==> src/rtl/midi_uart_tx_pkg.sv <==
// Shared definitions for the MIDI transmit path: FSM states, line rate and
// status-byte classification helpers.
package midi_pkg;

    typedef enum logic [1:0] {
        IDLE,
        START,
        DATA,
        STOP
    } midi_tx_state_t;

    localparam int MIDI_BAUD = 31_250;

    localparam logic [7:0] STATUS_MIN = 8'h80;
    localparam logic [7:0] SYSCOM_MIN = 8'hF0;
    localparam logic [7:0] RT_MIN     = 8'hF8;

    function automatic logic is_status(input logic [7:0] b);
        return b >= STATUS_MIN;
    endfunction

    // Channel voice/mode status bytes are the only ones eligible for running status
    function automatic logic is_channel_status(input logic [7:0] b);
        return is_status(b) && (b < SYSCOM_MIN);
    endfunction

    function automatic logic is_syscom(input logic [7:0] b);
        return (b >= SYSCOM_MIN) && (b < RT_MIN);
    endfunction

endpackage

==> src/rtl/midi_uart_tx_if.sv <==
// Byte handshake between the synth core (master) and the MIDI transmitter (slave).
interface midi_uart_tx_if;

    logic [7:0] data;
    logic       valid;
    logic       ready;

    modport master (output data, output valid, input ready);
    modport slave  (input data, input valid, output ready);

endinterface

==> src/rtl/midi_uart_tx_baud_tick.sv <==
// Bit-period counter: counts 0..DIV-1 and flags the last cycle of each bit.
module midi_baud_tick #(
    parameter int DIV = 1600
) (
    input  logic clock,
    input  logic clear,
    input  logic restart,
    output logic tick
);

    localparam int CW = (DIV > 1) ? $clog2(DIV) : 1;
    localparam logic [CW-1:0] LAST = CW'(DIV - 1);

    logic [CW-1:0] count;

    always_ff @(posedge clock or posedge clear) begin
        if (clear) begin
            count <= '0;
        end else if (restart || (count == LAST)) begin
            count <= '0;
        end else begin
            count <= count + 1'b1;
        end
    end

    assign tick = (count == LAST);

endmodule

==> src/rtl/midi_uart_tx.sv <==
// MIDI OUT serialiser: 8N1 frames at the MIDI line rate, fed by a valid/ready
// byte handshake, with optional running-status suppression of repeated status bytes.
module midi_uart_tx #(
    parameter int CLOCK_HZ       = 50_000_000,
    parameter int BAUD           = midi_pkg::MIDI_BAUD,
    parameter bit RUNNING_STATUS = 1'b0
) (
    input  logic           clock,
    input  logic           clear,
    midi_uart_tx_if.slave  bus,
    output logic           tx,
    output logic           busy
);

    import midi_pkg::*;

    localparam int DIV = CLOCK_HZ / BAUD;

    if (DIV < 2) begin : g_bad_div
        $error("midi_uart_tx: CLOCK_HZ/BAUD must be at least 2");
    end

    midi_tx_state_t state;
    logic [7:0]     shift;
    logic [2:0]     bit_idx;
    logic [7:0]     stored;
    logic           stored_ok;
    logic           ready_q;
    logic           tick;
    logic           suppress;

    // The timer is held at zero while idle so each frame starts on a fresh bit period
    midi_baud_tick #(.DIV(DIV)) u_tick (
        .clock   (clock),
        .clear   (clear),
        .restart (state == IDLE),
        .tick    (tick)
    );

    assign suppress = RUNNING_STATUS && stored_ok &&
                      is_channel_status(bus.data) && (bus.data == stored);

    assign bus.ready = ready_q;

    always_ff @(posedge clock or posedge clear) begin
        if (clear) begin
            state     <= IDLE;
            tx        <= 1'b1;
            ready_q   <= 1'b1;
            busy      <= 1'b0;
            shift     <= '0;
            bit_idx   <= '0;
            stored    <= '0;
            stored_ok <= 1'b0;
        end else begin
            case (state)
                IDLE: begin
                    if (bus.valid) begin
                        if (!suppress) begin
                            shift   <= bus.data;
                            state   <= START;
                            tx      <= 1'b0;
                            ready_q <= 1'b0;
                            busy    <= 1'b1;
                        end
                        if (RUNNING_STATUS) begin
                            if (is_channel_status(bus.data)) begin
                                stored    <= bus.data;
                                stored_ok <= 1'b1;
                            end else if (is_syscom(bus.data)) begin
                                stored_ok <= 1'b0;
                            end
                        end
                    end
                end
                START: begin
                    if (tick) begin
                        state   <= DATA;
                        bit_idx <= '0;
                        tx      <= shift[0];
                    end
                end
                // tx is registered, so the next bit is taken from shift[1] before the shift lands
                DATA: begin
                    if (tick) begin
                        shift   <= shift >> 1;
                        bit_idx <= bit_idx + 1'b1;
                        if (bit_idx == 3'd7) begin
                            state <= STOP;
                            tx    <= 1'b1;
                        end else begin
                            tx <= shift[1];
                        end
                    end
                end
                STOP: begin
                    if (tick) begin
                        state   <= IDLE;
                        ready_q <= 1'b1;
                        busy    <= 1'b0;
                    end
                end
                default: begin
                    state   <= IDLE;
                    tx      <= 1'b1;
                    ready_q <= 1'b1;
                    busy    <= 1'b0;
                end
            endcase
        end
    end

endmodule

==> src/flat_wrapper.sv <==
// flat-port wrapper written by rule: the top's interface ports become plain ports
module midi_uart_tx_flat import midi_pkg::*;
#(
    parameter int CLOCK_HZ       = 50_000_000,
    parameter int BAUD           = midi_pkg::MIDI_BAUD,
    parameter bit RUNNING_STATUS = 1'b0
)
  (clock, clear, tx, busy, bus_data, bus_valid, bus_ready);
  midi_uart_tx_if bus_i ();
  input  logic clock;
  input  logic clear;
  output logic tx;
  output logic busy;
  input wire logic [$bits(bus_i.data)-1:0] bus_data;
  input wire logic [$bits(bus_i.valid)-1:0] bus_valid;
  output wire logic [$bits(bus_i.ready)-1:0] bus_ready;
  assign bus_i.data = bus_data;
  assign bus_i.valid = bus_valid;
  assign bus_ready = bus_i.ready;
  midi_uart_tx #(.CLOCK_HZ(CLOCK_HZ), .BAUD(BAUD), .RUNNING_STATUS(RUNNING_STATUS)) u_core (.clock(clock), .clear(clear), .bus(bus_i), .tx(tx), .busy(busy));
endmodule
==> config.mk <==
export PLATFORM = sky130hd
export DESIGN_NAME = midi_uart_tx_flat
export DESIGN_NICKNAME = d
export VERILOG_FILES = /design/src/rtl/midi_uart_tx_pkg.sv /design/src/rtl/midi_uart_tx_if.sv /design/src/rtl/midi_uart_tx_baud_tick.sv /design/src/rtl/midi_uart_tx.sv /design/src/flat_wrapper.sv
export SDC_FILE = /design/constraint.sdc
export NUM_CORES = 1
export LEC_CHECK = 0
export ABC_AREA = 1
export CAP_MARGIN = 25
export CORE_ASPECT_RATIO = 0.8
export CORE_UTILIZATION = 45
export CTS_CLUSTER_DIAMETER = 200
export DETAILED_ROUTE_END_ITERATION = 10
export SYNTH_ARGS = -nofsm -noshare
export SYNTH_HDL_FRONTEND = slang
export SYNTH_HIERARCHICAL = 1
export SYNTH_SLANG_ARGS = --single-unit
==> constraint.sdc <==
create_clock -name clock -period 2.1 [get_ports clock]
set_clock_uncertainty 0.2 [all_clocks]
set_input_delay 0.525 -clock clock [delete_from_list [all_inputs] [get_ports clock]]
set_output_delay 0.525 -clock clock [all_outputs]
set_load 0.05 [all_outputs]
Word-level counts from Yosys, hierarchy flattened:

Cells that the tools add are included.

* $add $sub $neg: 2
* equality and inequality tests: 10
* mux-type cells: 23
* reduce and logical (&&, ||, !) cells: 11

Operators by type and width (number)
* 8-bit two-way mux: 2
* 8-bit one-hot mux with 2 select lines: 1
* 11-bit by 1-bit adder with 11-bit output, second input constant: 1
* 11-bit equality test, second input constant: 1
* 11-bit two-way mux: 1
* 2-bit two-way mux: 5
* 3-bit AND reduction: 3
* 2-bit by 1-bit inequality test with 1-bit output, second input constant: 4
* 2-bit one-hot mux with 4 select lines: 1
* 1-bit two-way mux: 7
* 3-bit two-way mux: 2
* 3-bit one-hot mux with 2 select lines: 1
* 2-bit nonzero test: 3
* 5-bit AND reduction: 1
* 2-bit equality test, second input constant: 2
* 1-bit one-hot mux with 2 select lines: 2
* 4-bit AND reduction: 1
* 3-bit by 1-bit adder with 3-bit output, second input constant: 1
* 3-bit equality test, second input constant: 1
* 1-bit one-hot mux with 3 select lines: 1
* 3-bit nonzero test: 1
* 2-bit by 1-bit equality test with 1-bit output, second input constant: 1
* 2-bit logical NOT: 1
* 2-bit inequality test, second input constant: 1
* 1-bit logical OR: 1

* register bits: 27
* output and inout port bits: 3
* word-level logic and storage cells: 53

Depth between registers and ports, before layout:

* depth after elaboration: 4
* mapped depth: 12
* gate-level depth less buffers: 12

Modules after synthesis:

The synthesis kept the hierarchy.

By module, submodules not included
* midi_uart_tx: times used 1, cells an instance 113, area an instance 943.4 um^2, sequential area each 402.9 um^2
* midi_baud_tick: times used 1, cells an instance 75, area an instance 608.1 um^2, sequential area each 275.3 um^2

Worst setup path after synthesis:

OpenSTA, ideal clock, no wires.

* path kind: register -> register
* start point: register u_core.u_tick.count[0]
* end point: register u_core.shift[4]
* library setup time: 0.121 ns
* data arrival time: 1.538 ns
* required time: 1.779 ns
* setup slack: 0.241 ns
* stages on the path, launching flop included: 12
* cells stage by stage: dfrtp_1 > ha_1 > nand3_2 > nor2_4 > nand2_2 > inv_1 > inv_1 > nand2_1 > nand3_4 > buf_6 > nand2_1 > o21ai_2

* longest elaborated chain between the ends: 3

RTL lines
* start: declaration: RTL line midi_uart_tx_baud_tick.sv:14 `logic [CW-1:0] count;`
* start signal: assignment: RTL line midi_uart_tx_baud_tick.sv:22 `count <= count + 1'b1;`
* 11-bit equality test: RTL line midi_uart_tx_baud_tick.sv:26 `assign tick = (count == LAST);`
* named net u_core.tick: RTL line midi_uart_tx.sv:29 `logic tick;`
* 2-bit by 1-bit inequality test with 1-bit output (no line)
* 3-bit AND reduction (no line)
* end signal: assignment: RTL line midi_uart_tx.sv:60 `shift <= bus.data;`
* end signal: assignment: RTL line midi_uart_tx.sv:86 `shift <= shift >> 1;`
* end: declaration: RTL line midi_uart_tx.sv:24 `logic [7:0] shift;`

The timed path passes the listed nets, and every way through them passes these cells.
A chain may end at the register's enable or synchronous reset.

Final worst setup path:

* start point: register u_core.u_tick.count[0]
* end point: register u_core.busy

* longest elaborated chain between the ends: 3

RTL lines
* 11-bit equality test: RTL line midi_uart_tx_baud_tick.sv:26
* named net u_core.tick: RTL line midi_uart_tx.sv:29
* 2-bit by 1-bit inequality test with 1-bit output (no line)
* 3-bit AND reduction (no line)
* end signal: assignment: RTL line midi_uart_tx.sv:50 `busy <= 1'b0;`
* end signal: assignment: RTL line midi_uart_tx.sv:64 `busy <= 1'b1;`
* end signal: assignment: RTL line midi_uart_tx.sv:100 `busy <= 1'b0;`
* end: declaration: RTL line midi_uart_tx.sv:12 `output logic busy`

The timed path passes the listed nets, and every way through them passes these cells.

==> results.json <==
{
  "status": "complete, no violations",
  "die-area_um2": 3690,
  "timing.rr.start": "u_core/u_tick/count[0]",
  "worst_setup_path_end_kind": "flop",
  "hold_path.class": "flop to flop",
  "grt_pass1_vias": 1059,
  "synth_edf_count": 0,
  "cts_tree": "done",
  "whs_path_depth": 2,
  "die_x_um": 67.7,
  "worstRegToRegCells": 12,
  "synthToLayoutAreaGrowth_pct": 17.2,
  "drive_gt1_share_pct": 17.9,
  "syn_nets": 208,
  "cp_common_cell": "nand2_1",
  "post-route-min-period_ns": 1.91,
  "fin_crit_sh_pct": 91.2,
  "power_frac_seq_pct": 60.3,
  "vias": 1245,
  "p_comb_share_pct": 4.7,
  "p_switching_uw": 183,
  "cp.depth": 12,
  "fin_util_pct": 57.2,
  "leakage_nw": 0.899,
  "place_hpwl_um": 2230,
  "critPathMaxFanout": 9,
  "clk-insertion-delay-late_ns": 0.27,
  "drtPass1Iterations": 4,
  "gr-total-overflow": 0,
  "die-height_um": 54.5,
  "setup_viol": 0,
  "tns_ns": 0,
  "syn_area_um2": 1550,
  "setup.worst_path.start_class": "flop",
  "htree_levels": 1,
  "cts_sinks": 27,
  "nNetsFinal": 228,
  "ys_types": 25,
  "grt_max_degree": 17,
  "final_area_um2": 1820,
  "critPathRequiredTime_ns": 2.07,
  "multi_input_area_um2": 785,
  "clkPwrFrac_pct": 34.9,
  "wl_per_cell_um": 12.1,
  "async_flop_share_pct": 100,
  "p_int_uw": 678,
  "cpPeakStageDelay_ns": 0.42,
  "cts_buffer_depth": 2,
  "min-delay-start": "u_core/bus.ready",
  "crit_buf_inv": 3,
  "cts_made_buffers": 3,
  "whs_ns": 0.284,
  "clk_pin_slew_ns": 0.10,
  "drcViolationCount": 0,
  "yosys_warnings": 6,
  "cts_root_buf": "clkbuf_8",
  "path_delay_family": "simple AND/OR/NAND/NOR gates",
  "gp_congestion": 0.845,
  "pin_count": 14,
  "diodes": 0,
  "groute.usage.overall_pct": 17.5,
  "row_count": 18,
  "postSynthAreaPerCell_um2": 8.25,
  "ant_nets": 0,
  "report.final.hold_viol_count": 0,
  "syn_inst": 188,
  "crit_type": "flop to flop",
  "ir_drop_mv": 0.284,
  "avgViaCountPerCell": 5.04,
  "synth_ff_type": "dfrtp_1",
  "drt_iter0_drc": 103,
  "yosysSeqAreaShare_pct": 43.7,
  "ys_ff_latch": 27,
  "crit_start": "u_core/u_tick/count[0]",
  "port_buffers": 13,
  "seq_area_um2": 678,
  "worst_pin_slew_ns": 0.469,
  "setup_ws_ns": 0.185,
  "start_util_pct": 48.9,
  "fmax_mhz": 522,
  "n_fill_cell": 293,
  "powerDensity_nw_per_um2": 474,
  "cp.arrival_ns": 1.89,
  "relSlewSlack_pct": 68.7,
  "crit_chain": "ha_4 > nand3_2 > nor2_4 > nand2_2 > inv_1 > inv_2 > nand2_1 > nand2_1 > inv_1 > o21ai_1 > nand2_1 > nand2_1",
  "antenna_found_initial": 0,
  "rsz0062_at_grt": "no",
  "drt_wl_total_um": 3000,
  "switching_share_pct": 21.3,
  "grt_pass1_wl_um": 4700,
  "place_area_um2": 1740,
  "core_area_um2": 3180,
  "worst_path_max_delay_cell": "dfrtp_1",
  "slew_violations": 0,
  "cap_viol_max_count": 0,
  "dp_slack_ns": 0.0688
}
cell usage in the layout, fill, tap and decap left out, types with 2 or more instances in the layout:
| master | netlist | layout |
|---|---|---|
| buf_4 | 0 | 5 |
| o21ai_2 | 2 | 2 |
| or2_2 | 8 | 8 |
| dfstp_2 | 2 | 2 |
| a21oi_1 | 3 | 3 |
| ha_1 | 9 | 8 |
| nand3_2 | 2 | 2 |
| nor2_4 | 2 | 2 |
| inv_2 | 1 | 2 |
| xor2_1 | 3 | 3 |
| o21bai_1 | 2 | 2 |
| nor2_2 | 2 | 2 |
| inv_1 | 20 | 19 |
| clkbuf_8 | 0 | 3 |
| o21ai_0 | 15 | 14 |
| buf_12 | 0 | 2 |
| clkdlybuf4s50_1 | 0 | 10 |
| nand2_2 | 3 | 3 |
| xnor2_1 | 2 | 2 |
| dfrtp_1 | 25 | 25 |
| o21ai_1 | 6 | 7 |
| nand2_1 | 48 | 48 |
| nor2_1 | 16 | 16 |
| nand3_1 | 10 | 10 |
| nand4_1 | 2 | 2 |
worst reg2reg max path: stages (launching register included):
cell	delay [ns]
dfrtp_1	0.42
ha_4	0.18
nand3_2	0.09
nor2_4	0.18
nand2_2	0.11
inv_1	0.08
inv_2	0.07
nand2_1	0.06
nand2_1	0.10
inv_1	0.11
o21ai_1	0.09
nand2_1	0.07
nand2_1	0.05
synthesized netlist by cell type, types with 3 or more instances:
cell type	number	area [um^2]
xor2_1	3	26.3
nand3_1	10	50.1
dfrtp_1	25	626
ha_1	9	113
a21oi_1	3	15.0
o21ai_1	6	30.0
nand2_2	3	18.8
nand2_1	48	180
or2_2	8	50.1
o21ai_0	15	75.1
nor2_1	16	60.1
inv_1	20	75.1
state kept, by name (all words and copies together) (netlist names):
signal / cells
u_core/shift: 8
u_core/state: 2
u_core/u_tick/count: 11
u_core/tx: 1
u_core/bit_idx: 3
u_core/bus.ready: 1
u_core/busy: 1
power groups by stage:
stage | clock, mW | combinational (mW) | sequential (mW)
finish | 0.301 | 0.0406 | 0.520
global route | 0.338 | 0.0452 | 0.520
CTS | 0.318 | 0.0420 | 0.520
detailed placement | 0 | 0.0421 | 0.530
global placement | 0 | 0.0411 | 0.530
floorplan | 0 | 0.0169 | 0.530
layer usage:
layer,vias up,track usage (%),part of all wire [%]
li1,637,-,-
met1,584,24.4,51
met2,22,27.1,44
met3,2,5.00,4.0
met4,0,3.19,0.33
met5,-,0,0
area by class of cell:
type	count	area share, %
Clock buffer	3	2.27
Clock inverter	1	0.413
Inverter	21	4.34
Multi-Input combinational cell	138	43.2
Sequential cell	27	37.3
Tap cell	40	2.75
Timing Repair Buffer	17	9.77
per-stage QoR:
stage | total power [mW] | instances
6_report | 0.861 | 247
3_5_place_dp | 0.572 | 241
3_3_place_gp | 0.571 | 241
4_1_cts | 0.879 | 245
2_1_floorplan | 0.547 | 188
5_1_grt | 0.903 | 247
logic make-up after synthesis:
logic type	synth area share [%]
AND/OR/NAND/NOR	29.8
adder cells (fa/ha/maj)	7.26
AO/OA/AOI/OAI	9.84
flip-flops	43.7
XOR/XNOR	2.82
buffers and inverters	6.53
timing repair:
action / CTS / global route
setup endpoints to repair: 0 / 14
hold buffers: 0 / 0
setup buffers: 0 / 2
resized for setup: 0 / 4
hold endpoints to repair: 0 / 0
path summary, 6_finish.rpt:
| path | endpoint | slack (ns) |
|---|---|---|
| min in group asynchronous | u_core/bit_idx[2] | 0.38 |
| setup / recovery | u_core/busy | 0.19 |
| setup reg to reg | u_core/busy | 0.19 |
| hold reg to reg | u_core/bus.ready | 0.28 |
| hold / removal | u_core/bus.ready | 0.28 |
| max in group asynchronous | u_core/u_tick/count[9] | 1.00 |
(Power assumes the default switching activity.)
